[config.mk]
export PLATFORM = sky130hd
export DESIGN_NAME = prim_generic_flop_ser
export DESIGN_NICKNAME = d
export VERILOG_FILES = /design/src/rtl/prim_ser_pkg.sv /design/src/rtl/prim_generic_flop_ser.sv
export SDC_FILE = /design/constraint.sdc
export NUM_CORES = 1
export LEC_CHECK = 0
export CORE_UTILIZATION = 39
export DETAILED_ROUTE_END_ITERATION = 8
export GPL_TIMING_DRIVEN = 0
export PLACE_DENSITY = 0.86
export SKIP_LAST_GASP = 1
export SYNTH_ARGS = -nofsm -noshare
export SYNTH_HDL_FRONTEND = slang
export SYNTH_SLANG_ARGS = --single-unit
[constraint.sdc]
create_clock -name clk_i -period 2.4 [get_ports clk_i]
set_input_delay 0.24 -clock clk_i [delete_from_list [all_inputs] [get_ports clk_i]]
set_output_delay 0.24 -clock clk_i [all_outputs]
set_load 0.005 [all_outputs]
[src/rtl/prim_ser_pkg.sv]
// prim_ser_pkg: shared types for the word serializer (state encoding)
package prim_ser_pkg;
   typedef enum logic {IDLE, SEND} ser_state_e;
endpackage

[src/rtl/prim_generic_flop_ser.sv]
// prim_generic_flop_ser: capture a wide word on en_i, stream it out as Width/ChunkW valid/ready beats
// Ports: clk_i/rst_i clock and sync active-high reset; en_i/d_i capture request and word;
// q_o holding register; busy_o serializer active; valid_o/ready_i/data_o/last_o beat stream;
// drop_o registered pulse for a capture request refused while a word was still streaming.
module prim_generic_flop_ser
   import prim_ser_pkg::*;
#(
   parameter int              Width      = 32,
   parameter int              ChunkW     = 8,
   parameter logic [Width-1:0] ResetValue = '0,
   parameter bit              MsbFirst   = 1'b0
) (
   input  logic              clk_i,
   input  logic              rst_i,
   input  logic              en_i,
   input  logic [Width-1:0]  d_i,
   output logic [Width-1:0]  q_o,
   output logic              busy_o,
   output logic              valid_o,
   input  logic              ready_i,
   output logic [ChunkW-1:0] data_o,
   output logic              last_o,
   output logic              drop_o
);
   localparam int NumBeats = Width / ChunkW;
   localparam int CntW = NumBeats > 1 ? $clog2(NumBeats) : 1;
   localparam logic [CntW-1:0] LastCnt = CntW'(NumBeats - 1);
   if (Width % ChunkW != 0) begin : g_width_check
      $error("Width must be a multiple of ChunkW");
   end
   ser_state_e state;
   logic [CntW-1:0] cnt, idx;
   logic [NumBeats-1:0][ChunkW-1:0] chunks;
   logic send;
   assign send    = state == SEND;
   assign busy_o  = send;
   assign valid_o = send;
   assign last_o  = send && cnt == LastCnt;
   // MSB-first simply walks the chunk index downward from the top chunk
   assign idx     = MsbFirst ? LastCnt - cnt : cnt;
   assign chunks  = q_o;
   assign data_o  = chunks[idx];
   always_ff @(posedge clk_i) begin
      if (rst_i) begin
         state  <= IDLE;
         cnt    <= '0;
         q_o    <= ResetValue;
         drop_o <= 1'b0;
      end else begin
         // a request is only taken in IDLE or on the edge that retires the final beat
         drop_o <= send && en_i && !(ready_i && last_o);
         if (!send) begin
            if (en_i) begin
               q_o   <= d_i;
               cnt   <= '0;
               state <= SEND;
            end
         end else if (ready_i) begin
            if (!last_o) cnt <= cnt + CntW'(1);
            else begin
               cnt <= '0;
               if (en_i) q_o <= d_i;
               else state <= IDLE;
            end
         end
      end
   end
endmodule

# Yosys cells after proc, flatten, opt, wreduce, memory -nomap -nowiden

Cells that the tools add are included.

$add $sub $neg: 1
Reductions and logical operators: 8
$lt $le $gt $ge: 1
Multiplexer cells: 14
Eq/ne operators: 3

Operators by type and width:

| operator                                                                     | number |
|---|---|
| 32-bit two-way mux                                                           | 4 |
| 8-bit binary-select mux with 2-bit select                                    | 1 |
| 2-bit two-way mux                                                            | 4 |
| 8-bit two-way mux                                                            | 1 |
| 1-bit logical AND                                                            | 4 |
| 1-bit two-way mux                                                            | 4 |
| 2-bit != test, second input constant                                         | 2 |
| 2-bit AND reduction                                                          | 2 |
| 2-bit by 3-bit less-than comparator with 1-bit output, second input constant | 1 |
| 2-bit by 1-bit adder with 2-bit output, second input constant                | 1 |
| 2-bit == test, second input constant                                         | 1 |
| 2-bit nonzero test                                                           | 1 |
| 1-bit zero test                                                              | 1 |

Register bits: 36
Input port bits: 36

# Depth between registers and ports, before layout

Depth in word-level cells: 5
Mapped depth: 6
Mapped depth without buffers: 4

# Worst setup path after synthesis

OpenSTA, ideal clock, no wires.

Path kind: reg-to-output
Start: register cnt[0]
End: output data_o[0]
Data arrival time: 1.070 ns
Stages on the path, launching flop included: 3
Path buffers: 1
Data required time: 2.160 ns
Path slack: 1.090 ns
Cells stage by stage: dfxtp_1 > buf_2 > mux4_2

Cells in the longest elaborated chain, start to end: 2

Ends and longest elaborated chain:

| element                                   | RTL line                    | RTL |
|---|---|---|
| start: declaration                        | prim_generic_flop_ser.sv:32 | `logic [CntW-1:0] cnt, idx;` |
| start signal: assignment                  | prim_generic_flop_ser.sv:59 | `if (!last_o) cnt <= cnt + CntW'(1);` |
| 8-bit binary-select mux with 2-bit select | prim_generic_flop_ser.sv:42 | `assign data_o = chunks[idx];` |
| 8-bit two-way mux (implied by the code)   | prim_generic_flop_ser.sv:42 |  |
| end: declaration                          | prim_generic_flop_ser.sv:21 | `output logic [ChunkW-1:0] data_o,` |

Every way passes these cells. The select of a mux whose other input is x is not followed.

# Worst setup path after layout

Start: register cnt[0]
End: output data_o[3]

The elaborated chain is that of the path after synthesis.

==> results by group <==
Timing
  • Max Slew Vio Count: 0
  • Final sum of negative setup slack: 0 ns
  • Finish-stage setup viols: 0
  • Final Hold Fails: 0
  • Setup slack after layout: 0.2174 ns
  • Max Clk Rate: around 460 MHz
  • Worst-Margin Slew: about 0.43 ns
  • Period utilization: between 90% and 100%
  • RSZ-0062 raised after global routing: false
  • Min Clock Period, post-route: 2.183 ns
  • Final Skew: 0.001756 ns
  • Rel. slew slack: 71.56%

Floorplan
  • Boundary pin count: 80
  • Die width: a little over 70 um
  • Die area: ~5000 um^2
  • Core ar.: 4444 um^2
  • Row count: 24
  • Die height: 70.70 um
  • Initial core utilization: 41.41%

Clocking
  • Clock buffer depth: 2
  • Cts hold-fix bufs: 0
  • Num CTS Buffers: 5
  • Clock Pin Slew Worst Setup and Hold Paths: 0.07 ns
  • Post-CTS sizing: 0
  • CTS tree: done
  • Clock root buffer: clkbuf_8
  • Clock latency at the later pin of the worst-skew pair: 0.28 ns
  • CTS sink cnt: 36
  • H-tree level count: 2
  • Post-CTS Setup Bufs: 0

Critical path
  • Critical Path RT: 2.16 ns
  • Crit start category: flop
  • Critical Path Max Stage Delay: 0.55 ns
  • Crit end category: output pin
  • WP buf/inv: 2
  • Crit-path cells: buf_2 > mux4_2 > clkdlybuf4s50_1
  • CP Max Fanout: 10
  • Critical Path AT: roughly 1.9 ns
  • Critical path's top delay family: buffers and inverters
  • Setup CP Type: flop to output pin
  • Setup crit start: cnt[0]
  • FF-to-FF Start: cnt[0]
  • Reg2Reg Setup Slack: 1.03 ns
  • Crit path max-delay cell type: mux4_2

Place
  • Placer Congestion: 0.8174
  • Placed insts: 297
  • DP HPWL: 3.586 mm
  • Pre-CTS setup slack: 0.5081 ns
  • Port bufs: 78

Global route
  • First-pass GRT wire length: 7.541 mm
  • Vias in the first global route: 1498
  • GRT overflow: 0
  • Initial antenna violation count: 0
  • Largest net degree at the start of global routing: 11
  • Gr usage total: 19.56%

Finish
  • Area grow syn2layout: 50.85%
  • Final Non-Filler Cells: 305
  • Diode count: 0
  • Share of layout cells above drive strength 1: about 9.9%
  • Nets: 289

Drt
  • Starting DRT DRC Count: 108
  • Vias: about 1500
  • DRT Pass-1 Iters: 6
  • Residual DRC: 8
  • DRT Wirelength: ~4.7 mm
  • Final ANT Viol Nets: 0
  • Routed length per instance: 15.30 um
  • Vias per Instance: between 4 and 5

Synth
  • Synth Register Bits: 36
  • Sequential area share after synthesis: roughly two fifths
  • Avg Inst Size Synth: around 11 um^2
  • Yosys warns: 0
  • Synthesized cell area: ~1800 um^2
  • Post-synthesis net count: 204
  • Cell count after synthesis: 167
  • Post-synth cell types: 16

Flow run
  • MaxCap Viol Count: 0

Hold path
  • Min-delay src: rst_i
  • Hold Crit Class: input pin to flop

Outcome
  • Outcome: finished with violations
  • Failing checks: DRC

Power and ir drop
  • PwrDens: 510.5 nW/um^2
  • Worst VDD drop: 275.3 uV
  • Leakage power: 1.046 nW
==> power by group <==
part / internal (mW) / switching (mW)
registers: 0.635 / 0.0331
logic: 0.212 / 0.100
clock network: 0.234 / 0.203
total: 1.08 / 0.337
==> final timing paths <==
check	end	depth (start not counted)
setup / recovery	data_o[3]	3
hold / removal	cnt[1]	2
setup reg to reg	q_o[25]	6
hold reg to reg	q_o[2]	2
==> layout by cell type, fill, tap and decap left out <==
cell type	instances
a21boi_4	1
a32oi_1	2
and2_2	1
and3b_2	1
buf_12	3
buf_2	2
buf_4	1
buf_6	1
clkbuf_1	9
clkbuf_8	6
clkdlybuf4s50_1	78
dfxtp_1	36
ha_1	1
mux2i_1	33
mux4_2	8
nand2b_1	64
nor2_1	5
nor2b_2	1
==> worst register-to-register path: cells and delay by family (launching register included) <==
family	cells	cell delay, ns
flip-flops	1	0.33
buffers and inverters	2	0.31
adder cells (fa/ha/maj)	1	0.24
multiplexers	1	0.20
AND/OR/NAND/NOR	1	0.13
AO/OA/AOI/OAI	1	0.08
==> cell type report <==
type	count	area (um^2)
fillers	368	1668
clock buffers	8	90.09
flip-flops and latches	36	720.7
multi-input cells	117	1005
plain buffers	14	115.1
well taps	52	65.06
repair buffers	78	780.7
==> synth_stat cells (all sizes together) <==
cell type	instances	area [um^2]
mux2i	33	330.3
nand2b	64	400.4
a21boi	1	18.77
a32oi	2	17.52
clkbuf	7	26.28
nor2	5	18.77
ha	1	12.51
mux4	8	180.2
and3b	1	10.01
buf	7	88.84
and2	1	7.510
dfxtp	36	720.7
nor2b	1	8.760
==> through the flow <==
step	utilization (%)	power (mW)	area [um^2]	hold WS, ns
floorplan	-	0.8130	1841	0.3607
global placement	60.44	0.9876	2686	0.4711
detailed placement	60.44	0.9954	2686	0.4844
CTS	62.47	1.433	2776	0.3370
global route	62.47	1.482	2776	0.3665
finish	62.47	1.417	2776	0.3436
==> layer usage <==
layer	up-vias	part of all wire [%]	GRT usage, %	wire, um
li1	729	-	-	-
met1	698	43	23.93	2018
met2	45	50	33.44	2312
met3	13	4.1	3.419	193
met4	0	3.0	9.333	142
met5	-	0	0	0
==> state kept, by name (all words and copies together), names as in the netlist <==
| register | flops |
|---|---|
| busy_o | 1 |
| cnt | 2 |
| drop_o | 1 |
| q_o | 32 |
==> cell families (layout without fill, tap and decap cells) <==
kind of cell	count (synthesis)	in the layout	share of synthesized area, %
and+or+nand+nor	72	72	24.20
muxes	41	41	27.74
DFF	36	36	39.16
buffers and inverters	14	100	6.255
AOI/OAI and AO/OA	3	3	1.972
adders and majority gates	1	1	0.6797
Power figures use the tool's default switching activity.
